==> config.mk <==
export PLATFORM = sky130hd
export DESIGN_NAME = camera_config_seq
export DESIGN_NICKNAME = d
export VERILOG_FILES = /design/src/rtl/camera_config_pkg.sv /design/src/rtl/camera_config_timer.sv /design/src/rtl/camera_config_seq.sv
export SDC_FILE = /design/constraint.sdc
export NUM_CORES = 1
export LEC_CHECK = 0
export BUFFER_PORTS_ARGS = -buffer_cell sky130_fd_sc_hd__buf_2
export CAP_MARGIN = 20
export CORE_AREA = 2 2 248 250
export CTS_CLUSTER_DIAMETER = 120
export DETAILED_ROUTE_END_ITERATION = 8
export DIE_AREA = 0 0 250 252
export REMOVE_ABC_BUFFERS = 1
export SETUP_SLACK_MARGIN = 0.5
export SLEW_MARGIN = 5
export SYNTH_ARGS = -nofsm -noshare
export SYNTH_HDL_FRONTEND = slang
export SYNTH_HIERARCHICAL = 1
export SYNTH_SLANG_ARGS = --single-unit
==> constraint.sdc <==
create_clock -name clock -period 7.33 [get_ports clock]
set_input_delay 1.466 -clock clock [delete_from_list [all_inputs] [get_ports clock]]
set_output_delay 1.466 -clock clock [all_outputs]
set_load 0.01 [all_outputs]
==> src/rtl/camera_config_pkg.sv <==
// ---------------------------------------------------------------------------
// camera_config_pkg
// Shared types and helpers for the camera register-write sequencer.
//   seq_state_t   : sequencer FSM states (VREAD/VWAIT only reached when the
//                   read-back option CAMERA_CFG_VERIFY_EN is compiled in)
//   I2C_WRITE/READ: transfer direction driven on i2c_rd
//   idx_width     : width of the table index / err_index
//   timer_width   : width of the shared timeout/gap down-counter
//   count_width   : width of a counter that must hold 0..max_val
// ---------------------------------------------------------------------------
package camera_config_pkg;

   typedef enum logic [3:0] {
      IDLE,
      LOAD,
      GO,
      WAIT,
      RETRY,
      DRAIN,
      GAP,
      DONE,
      ERROR,
      VREAD,
      VWAIT
   } seq_state_t;

   localparam logic I2C_WRITE = 1'b0;
   localparam logic I2C_READ  = 1'b1;

   // A one-entry table still needs a 1-bit index so err_index has a width.
   function automatic int idx_width(input int n_regs);
      return (n_regs <= 1) ? 1 : $clog2(n_regs);
   endfunction

   function automatic int count_width(input int max_val);
      return (max_val < 1) ? 1 : $clog2(max_val + 1);
   endfunction

   // One counter serves both the transaction timeout and the inter-write gap,
   // so it is sized for whichever of the two is larger.
   function automatic int timer_width(input int timeout_cyc, input int gap_cyc);
      int span;
      span = (timeout_cyc > gap_cyc) ? timeout_cyc : gap_cyc;
      return count_width(span);
   endfunction

endpackage

==> src/rtl/camera_config_timer.sv <==
// ---------------------------------------------------------------------------
// camera_config_timer
// Loadable saturating down-counter with a zero flag.
//   clock, reset : system clock, synchronous active-high reset (count -> 0)
//   load         : load load_val this cycle (wins over dec)
//   load_val     : value to load
//   dec          : decrement by one, sticking at zero
//   zero         : count is zero
// ---------------------------------------------------------------------------
module camera_config_timer #(
   parameter int WIDTH = 8
) (
   input  logic             clock,
   input  logic             reset,
   input  logic             load,
   input  logic [WIDTH-1:0] load_val,
   input  logic             dec,
   output logic             zero
);

   logic [WIDTH-1:0] count;

   // Load has priority so the sequencer can restart the count on the same
   // cycle it stops using the previous one; decrement saturates at zero.
   always_ff @(posedge clock) begin
      if (reset) begin
         count <= '0;
      end else if (load) begin
         count <= load_val;
      end else if (dec && (count != '0)) begin
         count <= count - WIDTH'(1);
      end
   end

   assign zero = (count == '0);

endmodule

==> src/rtl/camera_config_seq.sv <==
// ---------------------------------------------------------------------------
// camera_config_seq
// Walks a table of N_REGS {addr,data} pairs and issues each as one write to
// the I2C master using its GO/END/ACK handshake, with bounded retry,
// transaction timeout, inter-write gap, restart on start and error report.
//
// Ports:
//   clock, reset   : system clock, synchronous active-high reset
//   start          : pulse, (re)run from entry 0; ignored while busy
//   tbl_addr       : flattened sub-addresses, entry i at [i*ADDR_W +: ADDR_W]
//   tbl_data       : flattened data, entry i at [i*DATA_W +: DATA_W]
//   busy           : sequence in progress
//   out_ready      : all entries written and acknowledged
//   error          : sequence aborted, err_index entry exhausted its retries
//   err_index      : failing entry
//   i2c_go         : transfer request to the I2C master
//   i2c_data       : {SLAVE_ADDR, addr, data}
//   i2c_end        : transfer finished (level, asynchronous to us)
//   i2c_ack        : 1 = slave NACKed
//
// Optional feature, macro CAMERA_CFG_VERIFY_EN: each acknowledged write is
// read back (extra ports i2c_rd out, i2c_rdata in, verify_fail out); a
// read-back mismatch is treated as a failed attempt, and verify_fail marks an
// abort whose final failed attempt was such a mismatch.
// ---------------------------------------------------------------------------
module camera_config_seq
   import camera_config_pkg::*;
#(
   parameter int         N_REGS      = 25,
   parameter int         ADDR_W      = 8,
   parameter int         DATA_W      = 16,
   parameter logic [7:0] SLAVE_ADDR  = 8'hBA,
   parameter int         MAX_RETRY   = 3,
   parameter int         TIMEOUT_CYC = 200000,
   parameter int         GAP_CYC     = 64,
   parameter bit         AUTO_START  = 1'b1,
   localparam int        IDX_W       = idx_width(N_REGS)
) (
   input  logic                       clock,
   input  logic                       reset,
   input  logic                       start,
   input  logic [N_REGS*ADDR_W-1:0]   tbl_addr,
   input  logic [N_REGS*DATA_W-1:0]   tbl_data,
   output logic                       busy,
   output logic                       out_ready,
   output logic                       error,
   output logic [IDX_W-1:0]           err_index,
   output logic                       i2c_go,
   output logic [8+ADDR_W+DATA_W-1:0] i2c_data,
   input  logic                       i2c_end,
   input  logic                       i2c_ack
`ifdef CAMERA_CFG_VERIFY_EN
   ,
   output logic                       i2c_rd,
   input  logic [DATA_W-1:0]          i2c_rdata,
   output logic                       verify_fail
`endif
);

   localparam int              TMR_W       = timer_width(TIMEOUT_CYC, GAP_CYC);
   localparam int              RTY_W       = count_width(MAX_RETRY);
   // The timer is loaded on the edge that raises go (or enters GAP) and the
   // zero flag is acted on at the edge that ends the wait, so loading N-1
   // gives exactly N cycles of go-high / gap.
   localparam logic [TMR_W-1:0] TO_LOAD     = TMR_W'((TIMEOUT_CYC > 0) ? TIMEOUT_CYC - 1 : 0);
   localparam logic [TMR_W-1:0] GAP_LOAD    = TMR_W'((GAP_CYC > 0) ? GAP_CYC - 1 : 0);
   localparam logic [IDX_W-1:0] LAST_IDX    = IDX_W'(N_REGS - 1);
   localparam logic [RTY_W-1:0] RETRY_LIMIT = RTY_W'(MAX_RETRY);

   seq_state_t       state;
   logic [IDX_W-1:0] idx;
   logic [RTY_W-1:0] retry;
   logic             auto_pend;
   logic [1:0]       end_sync;
   logic [1:0]       ack_sync;
   logic             end_s;
   logic             ack_s;
   logic             enter_gap;
   logic             tmr_load;
   logic             tmr_dec;
   logic [TMR_W-1:0] tmr_val;
   logic             tmr_zero;
`ifdef CAMERA_CFG_VERIFY_EN
   logic             mismatch;
`endif

   // END and ACK come from the I2C master's domain; two flops each keep them
   // aligned with one another so a NACK is seen together with its END.
   always_ff @(posedge clock) begin
      if (reset) begin
         end_sync <= '0;
         ack_sync <= '0;
      end else begin
         end_sync <= {end_sync[0], i2c_end};
         ack_sync <= {ack_sync[0], i2c_ack};
      end
   end

   assign end_s = end_sync[1];
   assign ack_s = ack_sync[1];

   // Timer control: the timeout count starts when go is raised, the gap count
   // starts on the cycle a transfer is accepted as good.
   always_comb begin
      enter_gap = 1'b0;
      tmr_load  = 1'b0;
      tmr_dec   = 1'b0;
`ifdef CAMERA_CFG_VERIFY_EN
      enter_gap = (state == VWAIT) && end_s && !ack_s &&
                  (i2c_rdata == i2c_data[DATA_W-1:0]);
      tmr_load  = (state == GO) || ((state == VREAD) && !end_s) || enter_gap;
      tmr_dec   = (state == WAIT) || (state == VWAIT) || (state == GAP);
`else
      enter_gap = (state == WAIT) && end_s && !ack_s;
      tmr_load  = (state == GO) || enter_gap;
      tmr_dec   = (state == WAIT) || (state == GAP);
`endif
      tmr_val   = enter_gap ? GAP_LOAD : TO_LOAD;
   end

   camera_config_timer #(
      .WIDTH    (TMR_W)
   ) u_timer (
      .clock    (clock),
      .reset    (reset),
      .load     (tmr_load),
      .load_val (tmr_val),
      .dec      (tmr_dec),
      .zero     (tmr_zero)
   );

   // Sequencer FSM with registered outputs. A synchronous reset drops go on
   // the reset edge even mid-transfer. auto_pend makes IDLE leave on the
   // first cycle after reset when AUTO_START is set.
   always_ff @(posedge clock) begin
      if (reset) begin
         state     <= IDLE;
         idx       <= '0;
         retry     <= '0;
         auto_pend <= AUTO_START;
         busy      <= 1'b0;
         out_ready <= 1'b0;
         error     <= 1'b0;
         err_index <= '0;
         i2c_go    <= 1'b0;
         i2c_data  <= '0;
`ifdef CAMERA_CFG_VERIFY_EN
         i2c_rd      <= I2C_WRITE;
         verify_fail <= 1'b0;
         mismatch    <= 1'b0;
`endif
      end else begin
         case (state)
            IDLE: begin
               if (start || auto_pend) begin
                  auto_pend <= 1'b0;
                  idx       <= '0;
                  retry     <= '0;
                  busy      <= 1'b1;
                  state     <= LOAD;
               end
            end
            LOAD: begin
               i2c_data <= {SLAVE_ADDR,
                            tbl_addr[idx*ADDR_W +: ADDR_W],
                            tbl_data[idx*DATA_W +: DATA_W]};
               state    <= GO;
            end
            GO: begin
               i2c_go <= 1'b1;
`ifdef CAMERA_CFG_VERIFY_EN
               i2c_rd <= I2C_WRITE;
`endif
               state  <= WAIT;
            end
            WAIT: begin
               if (end_s) begin
                  i2c_go <= 1'b0;
                  if (!ack_s) begin
`ifdef CAMERA_CFG_VERIFY_EN
                     state <= VREAD;
`else
                     state <= GAP;
`endif
                  end else begin
                     state <= RETRY;
                  end
`ifdef CAMERA_CFG_VERIFY_EN
                  mismatch <= 1'b0;
`endif
               end else if (tmr_zero) begin
                  i2c_go <= 1'b0;
                  state  <= RETRY;
`ifdef CAMERA_CFG_VERIFY_EN
                  mismatch <= 1'b0;
`endif
               end
            end
            RETRY: begin
               if (retry < RETRY_LIMIT) begin
                  retry <= retry + RTY_W'(1);
                  state <= DRAIN;
               end else begin
                  error     <= 1'b1;
                  err_index <= idx;
                  busy      <= 1'b0;
`ifdef CAMERA_CFG_VERIFY_EN
                  verify_fail <= mismatch;
`endif
                  state     <= ERROR;
               end
            end
            DRAIN: begin
               if (!end_s) begin
                  state <= GO;
               end
            end
            GAP: begin
               if (!end_s && tmr_zero) begin
                  if (idx == LAST_IDX) begin
                     out_ready <= 1'b1;
                     busy      <= 1'b0;
                     state     <= DONE;
                  end else begin
                     idx   <= idx + IDX_W'(1);
                     retry <= '0;
                     state <= LOAD;
                  end
               end
            end
            DONE: begin
               if (start) begin
                  out_ready <= 1'b0;
                  idx       <= '0;
                  retry     <= '0;
                  busy      <= 1'b1;
                  state     <= LOAD;
               end
            end
            ERROR: begin
               if (start) begin
                  error <= 1'b0;
`ifdef CAMERA_CFG_VERIFY_EN
                  verify_fail <= 1'b0;
`endif
                  idx   <= '0;
                  retry <= '0;
                  busy  <= 1'b1;
                  state <= LOAD;
               end
            end
`ifdef CAMERA_CFG_VERIFY_EN
            VREAD: begin
               if (!end_s) begin
                  i2c_go <= 1'b1;
                  i2c_rd <= I2C_READ;
                  state  <= VWAIT;
               end
            end
            VWAIT: begin
               if (end_s) begin
                  i2c_go <= 1'b0;
                  i2c_rd <= I2C_WRITE;
                  if (enter_gap) begin
                     state <= GAP;
                  end else begin
                     mismatch <= !ack_s;
                     state    <= RETRY;
                  end
               end else if (tmr_zero) begin
                  i2c_go   <= 1'b0;
                  i2c_rd   <= I2C_WRITE;
                  mismatch <= 1'b0;
                  state    <= RETRY;
               end
            end
`endif
            default: begin
               state <= IDLE;
            end
         endcase
      end
   end

endmodule
==> summary.md <==
| Metric | Value |
|---|---|
| Final worst path period need | roughly 3.4 ns |
| # hold bufs at CTS | 0 |
| VDD IR-drop max | between 0.1 and 0.15 mV |
| CTS root buffer | clkbuf_16 |
| GR Overflow Total | 0 |
| Clk sink count | 68 |
| CP arrival | 3.64 ns |
| Endpoints failing setup | 0 |
| Synth top area share | about a fifth |
| Std cell rows | 90 |
| Largest net degree at the start of global routing | 52 |
| P_int | 1.225 mW |
| Post-synth EDFFs | 0 |
| Ys flop type | dfxtp_1 |
| Psw | roughly 960 uW |
| Peak Freq | ~300 MHz |
| Number of buffers created by CTS | 9 |
| Ys async rst share | 0% |
| Critical path type | reg2reg |
| Max clock buf depth | 2 |
| Post_cts resized | 0 |
| GR Util All Layers | roughly 16% |
| Ratio of cells with drive above 1 in the final layout | 53.92% |
| Clock power share | a little under a quarter |
| ANT nets after route | 0 |
| Final hold vios | 0 |
| Final #Nets | roughly 2.1k |
| DRT Wirelength | around 54,000 um |
| Hold WC Path Type | reg2reg |
| Router iterations before antenna repair | 5 |
| Power share of the combinational group | 48.9% |
| Status | complete, no violations |
| Post-CTS Setup Repair Bufs | 0 |
| Crit Path Max Fanout | a little under 50 |
| Actual slew at the worst max-slew pin | about 1.0 ns |
| Placed inst area | around 12,000 um2 |
| HPWL after DPL | approximately 44,000 um |
| Die X | between 200 and 300 um |
| R2R Setup Slk | between 3 and 4 ns |
| Ys Warns | 6 |
| Synth top area cells | mux4_2, mux2i_1, dfxtp_1, a21oi_1, a2111oi_2 |
| Cell with the most instances after synthesis | mux2i_1 |
| Core Area | approximately 60,000 um2 |
| Worst Hold Path EP | ack_sync[1] |
| Nature of the critical path endpoint | flip-flop |
| Seq pwr share | 28.4% |
| Final TNS setup | 0 ns |
| DR vias | between 10k and 15k |
| First-pass GRT wire length | approximately 73,000 um |
| RR Startpoint | idx[0] |
| DR iter-0 viols | 739 |
| Initial Utilization | around 14% |
| Die ar. | around 63,000 um2 |
| RSZ-0062 raised after global routing | false |
| GP Congestion | between 0.9 and 1 |
| Clk slew on worst S/H paths | 0.08 ns |
| Avg Vias per Cell | 4.506 |
| Ports | between 600 and 700 |
| CTS tree | yes |
| Pwr dens | ~180 nW/um2 |
| Util after Layout | between 20 and 25% |
| Startpoint types | flip-flop |
| Number of global-route vias before repair | just under 10k |
| WP data required | roughly 7.6 ns |
| Filler instances | 6,866 |
| Initial antenna violation count | 40 |
| Max-Cap Viols | 0 |
| RR Endpoint | i2c_data[19] |
| Unique masters post-synth | 70 |
| Synth Register Bits | between 60 and 70 |
| IO Port Bufs | ~640 |
| Hold path depth | 1 |
| Layout Skew | ~0.016 ns |
| Startpoint of the worst hold path | ack_sync[0] |
| Htree depth | 3 |
| Clock latency at the later pin of the worst-skew pair | roughly 0.38 ns |
| WL per Instance | roughly 24 um |
| LEAKAGE | between 4 and 5 nW |
| Max-slew violations | 0 |
| R2R depth | 6 |
| Area Overhead vs Synth | 50.26% |
| Cell taking the most area after synthesis | mux4_2 |
| Final instance area | roughly 12,000 um2 |
| Worst slew margin | roughly 30% |
| Sequential share of the synthesized area | approximately 16% |
| Switching share of total power | 43.96% |
| Cell Area, Synth | 8283 um2 |
| Worst Hold Slack | about 0.44 ns |
| Synthesized instance count | 876 |
| DRC violation count after routing | 0 |
| Final Cycle Share | 45.73% |
| Synth top cells by count | mux2i_1, mux4_2, a21oi_1, dfxtp_1, nand2_1 |
| Die height | around 250 um |
| Avg Cell Area, Syn | 9.455 um2 |
cell usage in the layout (no fill, tap or decap), types with 9 or more instances in the layout:
master and instances:
dfxtp_1 64, diode_2 14, a22oi_1 25, conb_1 16
o21ai_0 36, o22ai_1 24, buf_4 15, nand3_1 37
nor2b_1 12, clkbuf_16 9, inv_1 9, nor2_1 26
nand2_1 51, mux4_2 72, buf_2 642, xnor2_1 9
a22o_1 24, mux2i_1 149, a2111oi_2 22, a21oi_1 68
a211oi_1 36
power by group through the flow:
stage	sequential, mW	clock, mW	combinational (mW)
final	0.620	0.497	1.07
after global routing	0.633	0.537	1.17
after CTS	0.616	0.527	1.07
after detailed placement	0.623	0	1.07
after global placement	0.624	0	1.06
after floorplan	0.613	0	0.590
metrics by stage:
stage / setup WS (ns) / power, mW / std cells
6_report: 3.978 / 2.186 / 2263
5_1_grt: 3.753 / 2.345 / 2263
4_1_cts: 4.002 / 2.214 / 2249
3_5_place_dp: 4.024 / 1.689 / 2233
3_3_place_gp: 3.692 / 1.684 / 2232
2_1_floorplan: -2.180 / 1.203 / 793
area by class of cell:
| cell class | instances | area (um2) | area share, % |
|---|---|---|---|
| diodes | 14 | 35.03 | 0.2815 |
| clock buffers | 9 | 225.2 | 1.810 |
| clock inverters | 7 | 81.33 | 0.6535 |
| inverters | 10 | 37.54 | 0.3016 |
| multi-input cells | 715 | 6387 | 51.32 |
| flip-flops and latches | 68 | 1371 | 11.02 |
| well taps | 782 | 978.4 | 7.862 |
| repair buffers | 658 | 3329 | 26.75 |
sequential cells by signal, indices dropped and copies added, names as in the netlist:
signal	count
i2c_data	25
u_timer/count	18
retry	2
i2c_go	1
err_index	5
ack_sync	2
end_sync	2
state	4
idx	5
auto_pend	1
busy	1
error	1
out_ready	1
worst max-delay path by stage:
stage,end,cells after the start,from
2_1_floorplan,i2c_data[0],4,idx[0]
3_3_place_gp,i2c_data[0],5,idx[0]
3_5_place_dp,i2c_data[6],5,idx[0]
4_1_cts,i2c_data[6],5,idx[0]
5_1_grt,i2c_data[19],6,idx[0]
6_report,i2c_data[19],6,idx[0]
layer usage:
layer	part of all wire [%]	wire (um)	up-vias	GRT usage, %
met5	0.11	61	-	0
met4	3.6	1922	10	5.560
met3	8.2	4369	90	4.519
met2	47	25040	540	26.45
met1	41	22200	4886	20.85
li1	-	-	4672	-
cell families after synthesis:
group	share of synthesized area [%]
DFF	16.44
AOI/OAI and AO/OA	23.41
other	0.09067
adders and majority gates	0.6043
xor gates and xnor gates	1.163
buffers and inverters	7.553
muxes	37.72
and+or+nand+nor	13.02
critical path, stage by stage (launching register included):
cell and delay [ns]:
dfxtp_4 0.78, buf_4 0.79, buf_4 0.57, mux2i_1 0.17, a22oi_1 0.21, nand3_1 0.32, a211oi_1 0.35
(Power assumes the default switching activity.)
